[src/rtl/mem_port_arbiter.sv]
// Shared memory-port arbiter for instruction-fetch and data-memory requesters.
// One transaction in flight at a time, DM/IF alternation, and a bounded wait on the memory ack.
module mem_port_arbiter #(
  parameter int unsigned DATA_W     = 32,
  parameter int unsigned ADDR_W     = 32,
  parameter int unsigned WAIT_LIMIT = 15
) (
  input  logic              clk_i,
  input  logic              rst_i,
  input  logic              if_req_i,
  input  logic [ADDR_W-1:0] if_addr_i,
  output logic              if_valid_o,
  output logic [DATA_W-1:0] if_rdata_o,
  input  logic              dm_req_i,
  input  logic              dm_we_i,
  input  logic [ADDR_W-1:0] dm_addr_i,
  input  logic [DATA_W-1:0] dm_wdata_i,
  output logic              dm_valid_o,
  output logic [DATA_W-1:0] dm_rdata_o,
  output logic              mem_req_o,
  output logic              mem_we_o,
  output logic [ADDR_W-1:0] mem_addr_o,
  output logic [DATA_W-1:0] mem_wdata_o,
  input  logic              mem_ack_i,
  input  logic [DATA_W-1:0] mem_rdata_i,
  output logic              stall_if_o,
  output logic              stall_mem_o,
  output logic              err_o
);

  typedef enum logic [1:0] {
    ST_IDLE,
    ST_BUSY,
    ST_DONE
  } state_t;

  state_t            state;
  state_t            state_nxt;

  logic              owner_dm;
  logic              last_dm;
  logic              we_q;
  logic              err_q;
  logic [ADDR_W-1:0] addr_q;
  logic [DATA_W-1:0] wdata_q;
  logic [DATA_W-1:0] if_rdata_q;
  logic [DATA_W-1:0] dm_rdata_q;
  logic [7:0]        wait_cnt;

  logic              any_req;
  logic              grant_dm;
  logic              timeout;

  assign any_req  = if_req_i | dm_req_i;
  // DM normally wins; IF takes the port right after a DM completion so it cannot starve.
  assign grant_dm = dm_req_i & ~(last_dm & if_req_i);
  // Fires in the WAIT_LIMIT-th BUSY cycle; an ack in that same cycle still wins.
  assign timeout  = (wait_cnt == 8'(WAIT_LIMIT - 1)) & ~mem_ack_i;

  always_ff @(posedge clk_i) begin
    if (rst_i) begin
      state <= ST_IDLE;
    end else begin
      state <= state_nxt;
    end
  end

  always_comb begin
    state_nxt = state;
    case (state)
      ST_IDLE: if (any_req) state_nxt = ST_BUSY;
      ST_BUSY: if (mem_ack_i || timeout) state_nxt = ST_DONE;
      ST_DONE: state_nxt = ST_IDLE;
      default: state_nxt = ST_IDLE;
    endcase
  end

  always_comb begin
    mem_req_o  = 1'b0;
    mem_we_o   = 1'b0;
    if_valid_o = 1'b0;
    dm_valid_o = 1'b0;
    err_o      = 1'b0;
    case (state)
      ST_BUSY: begin
        mem_req_o = 1'b1;
        mem_we_o  = we_q;
      end
      ST_DONE: begin
        if_valid_o = ~owner_dm;
        dm_valid_o = owner_dm;
        err_o      = err_q;
      end
      default: ;
    endcase
  end

  always_ff @(posedge clk_i) begin
    if (rst_i) begin
      owner_dm   <= 1'b0;
      last_dm    <= 1'b0;
      we_q       <= 1'b0;
      err_q      <= 1'b0;
      addr_q     <= '0;
      wdata_q    <= '0;
      if_rdata_q <= '0;
      dm_rdata_q <= '0;
      wait_cnt   <= '0;
    end else begin
      case (state)
        ST_IDLE: begin
          if (any_req) begin
            owner_dm <= grant_dm;
            addr_q   <= grant_dm ? dm_addr_i : if_addr_i;
            we_q     <= grant_dm & dm_we_i;
            wdata_q  <= grant_dm ? dm_wdata_i : '0;
            err_q    <= 1'b0;
            wait_cnt <= '0;
          end
        end
        ST_BUSY: begin
          if (mem_ack_i) begin
            if (owner_dm) dm_rdata_q <= mem_rdata_i;
            else          if_rdata_q <= mem_rdata_i;
            err_q   <= 1'b0;
            last_dm <= owner_dm;
          end else if (timeout) begin
            if (owner_dm) dm_rdata_q <= '0;
            else          if_rdata_q <= '0;
            err_q   <= 1'b1;
            last_dm <= owner_dm;
          end else begin
            wait_cnt <= wait_cnt + 8'd1;
          end
        end
        default: ;
      endcase
    end
  end

  assign mem_addr_o  = addr_q;
  assign mem_wdata_o = wdata_q;
  assign if_rdata_o  = if_rdata_q;
  assign dm_rdata_o  = dm_rdata_q;
  assign stall_if_o  = if_req_i & ~if_valid_o;
  assign stall_mem_o = dm_req_i & ~dm_valid_o;

endmodule

[config.mk]
export PLATFORM = sky130hd
export DESIGN_NAME = mem_port_arbiter
export DESIGN_NICKNAME = d
export VERILOG_FILES = /design/src/rtl/mem_port_arbiter.sv
export SDC_FILE = /design/constraint.sdc
export NUM_CORES = 1
export LEC_CHECK = 0
export CORE_ASPECT_RATIO = 0.5
export CORE_MARGIN = 3
export CORE_UTILIZATION = 56
export DETAILED_ROUTE_END_ITERATION = 6
export DONT_BUFFER_PORTS = 1
export PLACE_DENSITY_LB_ADDON = 0.25
export SYNTH_ARGS = -nofsm -noshare
export SYNTH_HDL_FRONTEND = slang
export SYNTH_SLANG_ARGS = --single-unit
[constraint.sdc]
create_clock -name clk_i -period 1.9 [get_ports clk_i]
set_clock_uncertainty 0.05 [all_clocks]
set_input_delay 0.285 -clock clk_i [delete_from_list [all_inputs] [get_ports clk_i]]
set_output_delay 0.285 -clock clk_i [all_outputs]
set_load 0.01 [all_outputs]
## Word level (Yosys, flattened, before mapping)

Index checks and enable logic that the tools add are counted.

- Add/sub/neg operators: 1
- Eq/ne operators: 8
- Multiplexer cells: 28
- Bitwise operators: 12
- Reductions and logical operators: 11

Operators with widths:

| operator | number |
|---|---|
| 32-bit 2-to-1 mux | 10 |
| 8-bit 2-to-1 mux | 3 |
| 8-bit one-hot mux with 2 select lines | 1 |
| 1-bit 2-to-1 mux | 10 |
| 3-bit AND reduction | 3 |
| 8-bit by 1-bit adder with 8-bit output, second input constant | 1 |
| 8-bit by 4-bit equality test with 1-bit output, second input constant | 1 |
| 2-bit != test, second input constant | 4 |
| 1-bit AND | 6 |
| 2-bit AND reduction | 3 |
| 1-bit NOT | 5 |
| 2-bit 2-to-1 mux | 2 |
| 2-bit one-hot mux with 2 select lines | 1 |
| 4-bit AND reduction | 1 |
| 2-bit nonzero test | 2 |
| 3-bit != test, second input constant | 1 |
| 2-bit by 1-bit equality test with 1-bit output, second input constant | 1 |
| 2-bit equality test, second input constant | 1 |
| 2-bit logical NOT | 1 |
| 1-bit one-hot mux with 2 select lines | 1 |
| 1-bit logical OR | 1 |
| 1-bit OR | 1 |

- Bits in registers: 142
- Input port bits: 134
- Output and inout bits: 135

## Logic depth before layout (Yosys ltp)

Gate-level depths: netlist of the first run.

- Depth in word-level cells: 5
- Depth in mapped cells: 8
- Depth with buffers taken out: 6

## Least setup slack after synthesis of the first run

No wires, ideal clock.

- Path kind: reg-to-reg
- From: register wait_cnt[0]
- To: register dm_rdata_q[10], in the netlist dm_rdata_o[10]
- Setup time: 0.072 ns
- Data arrival time: 1.679 ns
- Data required time: 1.778 ns
- Path slack: 0.099 ns
- Cell stages (with the launch flop): 9
- Period minus slack after synthesis: 1.801 ns
- Cell sequence: dfxtp_1 > inv_1 > ha_1 > and4b_2 > a21oi_2 > nand3b_1 > buf_2 > buf_4 > mux2i_1

- Longest elaborated chain between the ends: 4

RTL lines:

| item | RTL line | source |
|---|---|---|
| start: declaration | 48 | `logic [7:0] wait_cnt;` |
| start signal: assignment | 133 | `wait_cnt <= wait_cnt + 8'd1;` |
| 8-bit by 4-bit equality test with 1-bit output | 58 | `assign timeout = (wait_cnt == 8'(WAIT_LIMIT - 1)) & ~mem_ack_i;` |
| 1-bit AND | 58 |  |
| 2-bit nonzero test (no source line) | -- |  |
| 3-bit AND reduction (no source line) | -- |  |
| end signal: assignment | 123 | `if (owner_dm) dm_rdata_q <= mem_rdata_i;` |
| end: declaration | 47 | `logic [DATA_W-1:0] dm_rdata_q;` |

Every way passes these cells.
A chain may end at the register's enable or synchronous reset.

## Final worst setup path of the first run

- From: register state[1]
- To: output port stall_if_o

- Longest elaborated chain between the ends: 4

RTL lines:

| item | RTL line | source |
|---|---|---|
| start: declaration | 37 | `state_t state;` |
| start signal: assignment | 64 | `state <= state_nxt;` |
| 2-bit equality test | 84 | `case (state)` |
| 1-bit 2-to-1 mux | 84 |  |
| via if_valid_o | 12 | `output logic if_valid_o,` |
| 1-bit NOT | 145 | `assign stall_if_o = if_req_i & ~if_valid_o;` |
| 1-bit AND | 145 |  |
| end: declaration | 26 | `output logic stall_if_o,` |

The timed path passes the listed nets, and every way through them passes these cells.

==> results of run 1 <==
[what timing repair did]
| item | 4_1_cts | 5_1_grt |
|---|---|---|
| resized for setup | 1 | 6 |
| hold buffers | 31 | 0 |
| pin swaps | 0 | 2 |
| setup endpoints to repair | 2 | 51 |
| hold endpoints to repair | 75 | 0 |
| gates cloned | 1 | 0 |
[sequential cells by signal (all words and copies together) (netlist names)]
| register | flops |
|---|---|
| last_dm | 1 |
| state | 2 |
| if_rdata_o | 32 |
| wait_cnt | 8 |
| we_q | 1 |
| err_q | 1 |
| mem_wdata_o | 32 |
| mem_addr_o | 32 |
| owner_dm | 1 |
| dm_rdata_o | 32 |
[layer usage]
layer	vias to the layer above	global-route usage [%]	share of wire [%]
met3	26	8.619	8.5
li1	2114	-	-
met1	2104	28.57	39
met5	-	0	0
met2	207	45.04	51
met4	0	8.018	1.7
[power groups by stage]
stage	Clock (mW)	Sequential [mW]	Combinational [mW]
after CTS	3.53	3.32	0.698
after global placement	0	3.38	0.586
after global routing	3.67	3.33	0.779
after floorplan	0	3.34	0.514
final	3.48	3.32	0.704
after detailed placement	0	3.38	0.603
[worst max-delay path by stage]
stage                        startpoint                     endpoint  slack [ns]
2_1_floorplan  wait_cnt[0]$_SDFFE_PP0P_  dm_rdata_o[10]$_SDFFE_PP0P_         0.1
3_5_place_dp   wait_cnt[0]$_SDFFE_PP0P_   if_rdata_o[0]$_SDFFE_PP0P_        0.02
5_1_grt           state[1]$_SDFFE_PP0P_                   stall_if_o      -0.007
6_report          state[1]$_SDFFE_PP0P_                   stall_if_o        0.06
4_1_cts           state[1]$_SDFFE_PP0P_                   stall_if_o       0.003
3_3_place_gp   wait_cnt[0]$_SDFFE_PP0P_  if_rdata_o[15]$_SDFFE_PP0P_        0.09
[through the flow]
step / TNS (ns) / std cells / power, mW
after floorplan: 0 / 586 / 3.856
after global routing: -0.007334 / 753 / 7.778
after CTS: 0 / 753 / 7.550
after detailed placement: 0 / 689 / 3.987
final: 0 / 753 / 7.506
after global placement: 0 / 689 / 3.968
[cell families (layout without fill, tap and decap cells)]
group                      after synthesis  in the layout
AOI/OAI and AO/OA                       91             91
adders and majority gates                2              2
buffers and inverters                   56             88
DFF                                    142            142
muxes                                   97             97
and+or+nand+nor                        198            198
[critical path: stages, from the launching register on]
cell     delay, ns
dfxtp_1       0.34
buf_4         0.17
and2b_1       0.19
nor2b_2       0.19
nor2b_1       0.22
[synthesized netlist by cell type, types with 3 or more instances]
master / instances / share of area, %
a2111o_1: 4 / 0.79
a211oi_1: 33 / 4.4
a21oi_1: 10 / 0.88
a22oi_1: 33 / 4.4
and2_1: 3 / 0.33
buf_12: 3 / 1.1
buf_2: 11 / 0.97
buf_4: 3 / 0.40
clkbuf_1: 33 / 2.2
dfxtp_1: 142 / 50
inv_1: 3 / 0.20
mux2i_1: 97 / 17
nand2_1: 65 / 4.3
nand3_1: 43 / 3.8
nor2_1: 67 / 4.4
nor2b_1: 3 / 0.33
o21ai_0: 4 / 0.35
[layout by cell type, fill, tap and decap left out, types with 2 or more instances in the layout]
| cell | instances |
|---|---|
| inv_6 | 4 |
| buf_12 | 5 |
| bufinv_16 | 3 |
| or2_2 | 2 |
| a22oi_1 | 33 |
| and2_1 | 3 |
| nor2b_2 | 2 |
| o21ai_0 | 4 |
| dlygate4sd3_1 | 30 |
| a21oi_1 | 10 |
| buf_4 | 15 |
| inv_2 | 3 |
| a211oi_1 | 33 |
| nand2_1 | 65 |
| mux2i_1 | 96 |
| nor3b_1 | 2 |
| nor2_1 | 67 |
| a2111o_1 | 4 |
| clkbuf_16 | 17 |
| clkinvlp_4 | 4 |
| ha_1 | 2 |
| buf_16 | 2 |
| dfxtp_1 | 142 |
| nand3_1 | 43 |
| clkbuf_8 | 2 |
[final cells by class]
type                    count  area, um^2
well taps                 135       168.9
repair buffers             52       568.0
inverters                   4       15.01
fillers                   719        2850
multi-input cells         388        2592
clock inverters            13       175.2
flip-flops and latches    142        2843
clock buffers              19       452.9
==> results.cfg, run 1 <==
[yosys]
synth-simple-area-share_pct = 15.55
synth_nets = 722
synth-xor-area-share_pct = 0
ys_seq_elements = 142
muxShareOfSynthArea_pct = 17.07
yosysSeqAreaShare_pct = 49.97
synth_edf_count = 0
synth_top_family_by_area = multiplexers
ys.flop_type = dfxtp_1
yosys_warnings = 0
synthAdderAreaFrac_pct = 0.4399
ys_async_sr_fraction_pct = 0
netlist_area_um2 = 5689
synth_compound_area_share_pct = 11.72
syn-instance-count = 586
yosysUniqueCellTypes = 40
syn_avg_cell_area_um2 = 9.709

[power]
leakagePower_nw = 2.969
p_per_area_nw_per_um2 = 1101
internal-power_mw = 5.612
comb_power_share_pct = 9.4
vdd_drop_max_uv = 630.7
share_seq_of_total_power_pct = 44.2
p_sw_mw = 1.894
swShare_pct = 25.24
pwr-share-clk_pct = 46.4

[worst_hold_path]
hold_class = in2reg
min_from = dm_wdata_i[20]
hold_end = mem_wdata_o[20]$_SDFFE_PP0P_
whs_path_depth = 2

[critical_path]
critical_path_arrival_ns = 1.51
end_kind = output port
r2r_start = wait_cnt[0]$_SDFFE_PP0P_
start_kind = flip-flop
r2r-end = dm_rdata_o[12]$_SDFFE_PP0P_
crit_required_ns = 1.56
r2r_setup_slack_ns = 0.09
reg2reg_depth = 7
worstSetupPathType = reg2out
crit_fanout = 4

[finish]
syn_to_final_growth_pct = 19.79
stdcell_area_um2 = 6815
nets = 741
n_antenna_cell = 0
fin_util_pct = 70.51
layout-drive-gt1-share_pct = 11.81

[grt]
grt_usage_pct = 25.28
overflow = 0
grt_start_max_net_pins = 71
grt_pass1_vias = 4383
antenna_found_initial = 0
grt_pass1_wl_mm = 23.17

[detailed_routing]
drc = 0
finalWirelength_mm = 14.79
vias_per_cell = 5.911
route.detailed.wl_per_inst_um = 19.64
antenna_left = 0
num_vias = 4451
firstDrtPassIters = 5
drt_first_iter_violations = 245

[clocking]
post_cts_buffers = 0
cts_buffers = 17
clk_latency_ns = 0.40
htree_levels = 4
cts-root-buf = clkbuf_16
clockBufferDepth = 2
cts_tree = done
cts.clk_slew.worst_paths_ns = 0.06
clock-sinks = 142

[sta]
worst_pin_slew_ns = 0.5726
whs_ns = 0.009501
hold_viol = 0
setup_viol = 0
maxSlewViolCount = 0
max_slew_margin_pct = 61.83
fin_crit_ns = 1.841
setup_slack_ns = 0.05851
post-route-period-util_pct = 96.92
fmax_ghz = 0.5430

[outcome]
status = finished, final reports clean

[placed_design]
post-dp-hpwl_mm = 9.870
place_ws_ns = 0.02222
numPortBuffers = 0
finalWeightedCongestion = 0.8429
dpl_cell_area_um2 = 5812

[floorplan]
die-area_um2 = 11480
core_area_um2 = 9666
dieHeight_um = 77.27
row_count = 25
num_io_pins = 269
die_w_um = 148.5
start_util_pct = 58.86

[flow_run]
drv_cap = 0
No activity file was read; power rests on OpenSTA's default activity.
==> run 2, diff against run 1 <==
- GPL_TIMING_DRIVEN: default -> 1
- TNS_END_PERCENT: default -> 100
==> results of run 2 <==
Same layout as run 1: the final DEF is identical, and so are final timing and power.
==> run 3, diff against run 2 <==
- ABC_CLOCK_PERIOD_IN_PS: default -> 1900
- CORE_UTILIZATION: 56 -> 45
==> run 3 against run 2 <==
Register-to-register slack lost 0.02 ns. Clock power shrank 11%. Hold slack gained 0.0014 ns.
==> results.cfg, run 3 (synthesis results as in run 1) <==
[detailed_routing]
route.detailed.wl_per_inst_um = 18.83
vias_per_cell = 5.476
finalWirelength_mm = 14.80
firstDrtPassIters = 5
drc = 0
antenna_left = 0
num_vias = 4304
drt_first_iter_violations = 243

[grt]
grt_usage_pct = 19.37
grt_pass1_wl_mm = 21.85
antenna_found_initial = 0
grt_pass1_vias = 4211
overflow = 0
grt_start_max_net_pins = 71

[sta]
max_slew_margin_pct = 75.28
setup_viol = 0
hold_viol = 0
post-route-period-util_pct = 96.50
fin_crit_ns = 1.833
setup_slack_ns = 0.06654
maxSlewViolCount = 0
worst_pin_slew_ns = 0.3707
fmax_ghz = 0.5454
whs_ns = 0.01087

[clocking]
clk_latency_ns = 0.40
htree_levels = 4
cts_buffers = 17
cts.clk_slew.worst_paths_ns = 0.06
clockBufferDepth = 2
cts-root-buf = clkbuf_16
cts_tree = done
clock-sinks = 142

[placed_design]
place_ws_ns = 0.02162
placed_cells = 714
numPortBuffers = 0
post-dp-hpwl_mm = 9.279
finalWeightedCongestion = 0.7694

[floorplan]
die-area_um2 = 14110
start_util_pct = 47.07
row_count = 28
dieHeight_um = 85.51
core_area_um2 = 12090
die_w_um = 165.0
num_io_pins = 269

[critical_path]
r2r_start = wait_cnt[0]$_SDFFE_PP0P_
worstSetupPathType = reg2reg
crit_fanout = 8
r2r-end = dm_rdata_o[17]$_SDFFE_PP0P_
crit_required_ns = 2.18
critical_path_arrival_ns = 2.11
reg2reg_depth = 8
start_kind = flip-flop
r2r_setup_slack_ns = 0.07
end_kind = flip-flop

[finish]
nets = 744
layout-drive-gt1-share_pct = 12.08
final_common_cell = dfxtp_1
layout_common_cells = dfxtp_1 (140), mux2i_1 (97), nor2_1 (67), nand2_1 (65), nand3_1 (43)
n_antenna_cell = 0
multi_input_area_um2 = 2604
fillers = 1020
syn_to_final_growth_pct = 21.31
regArea_um2 = 2845
instances_no_fill = 786

[flow_run]
drv_cap = 0

[worst_hold_path]
whs_path_depth = 2
min_from = dm_wdata_i[9]
hold_class = in2reg
hold_end = mem_wdata_o[9]$_SDFFE_PP0P_

[power]
leakagePower_nw = 2.999
power_mw = 7.109
vdd_drop_max_uv = 558.3
p_per_area_nw_per_um2 = 1030

[outcome]
status = finished, final reports clean
[run 3: changes by cell type in the layout (fill, tap and decap cells not counted), moves of 3 or more]
cell	delta
clkbuf_16	+4
dlygate4sd3_1	+3
bufinv_16	-3
buf_4	-6
[run 3: area by class of cell]
cell class              instances  area share [%]
multi-input cells             388           37.73
flip-flops and latches        142           41.23
inverters                       4          0.2175
repair buffers                 55           9.808
clock buffers                  18           6.218
clock inverters                14           1.813
well taps                     165           2.991
[run 3: through the flow]
step | area (um^2) | setup TNS, ns | utilization [%]
finish | 6902 | 0 | 57.10
global route | 6902 | -0.2435 | 57.10
CTS | 6740 | 0 | 55.77
detailed placement | 5824 | 0 | 48.19
global placement | 5824 | 0 | 48.19
floorplan | 5689 | 0 | -
[run 3: repair_timing]
| action | CTS | global route |
|---|---|---|
| endpoints found under the hold margin | 76 | 2 |
| setup endpoints to repair | 2 | 66 |
| setup buffers | 0 | 1 |
| hold buffers | 33 | 1 |
| resized for setup | 5 | 7 |
| pin swaps | 0 | 2 |
| cloned | 0 | 5 |
[run 3: routing by layer]
layer / vias up / track usage, % / routed length, um
li1: 2119 / - / -
met1: 2009 / 22.72 / 6013
met2: 154 / 33.23 / 7423
met3: 22 / 6.175 / 1122
met4: 0 / 7.534 / 240
met5: - / 0 / 0
[run 3: worst max-delay path, cell delays in order, from the launching register on]
cell	delay [ns]
dfxtp_2	0.33
inv_2	0.04
ha_1	0.18
and4b_2	0.24
a21oi_4	0.15
nand3b_1	0.24
buf_12	0.16
clkbuf_16	0.17
mux2i_1	0.19
[run 3: worst max path at each step]
stage / startpoint / to
4_1_cts: state[0]$_SDFFE_PP0P_ / stall_mem_o
3_5_place_dp: wait_cnt[0]$_SDFFE_PP0P_ / if_rdata_o[21]$_SDFFE_PP0P_
3_3_place_gp: wait_cnt[0]$_SDFFE_PP0P_ / if_rdata_o[14]$_SDFFE_PP0P_
2_1_floorplan: wait_cnt[0]$_SDFFE_PP0P_ / dm_rdata_o[10]$_SDFFE_PP0P_
5_1_grt: wait_cnt[0]$_SDFFE_PP0P_ / dm_rdata_o[17]$_SDFFE_PP0P_
6_report: wait_cnt[0]$_SDFFE_PP0P_ / dm_rdata_o[17]$_SDFFE_PP0P_
[run 3: power breakdown]
group / internal (mW) / leakage, nW / switching, mW
clock network: 1.72 / 0.260 / 1.37
logic: 0.323 / 1.58 / 0.385
registers: 3.13 / 1.16 / 0.184
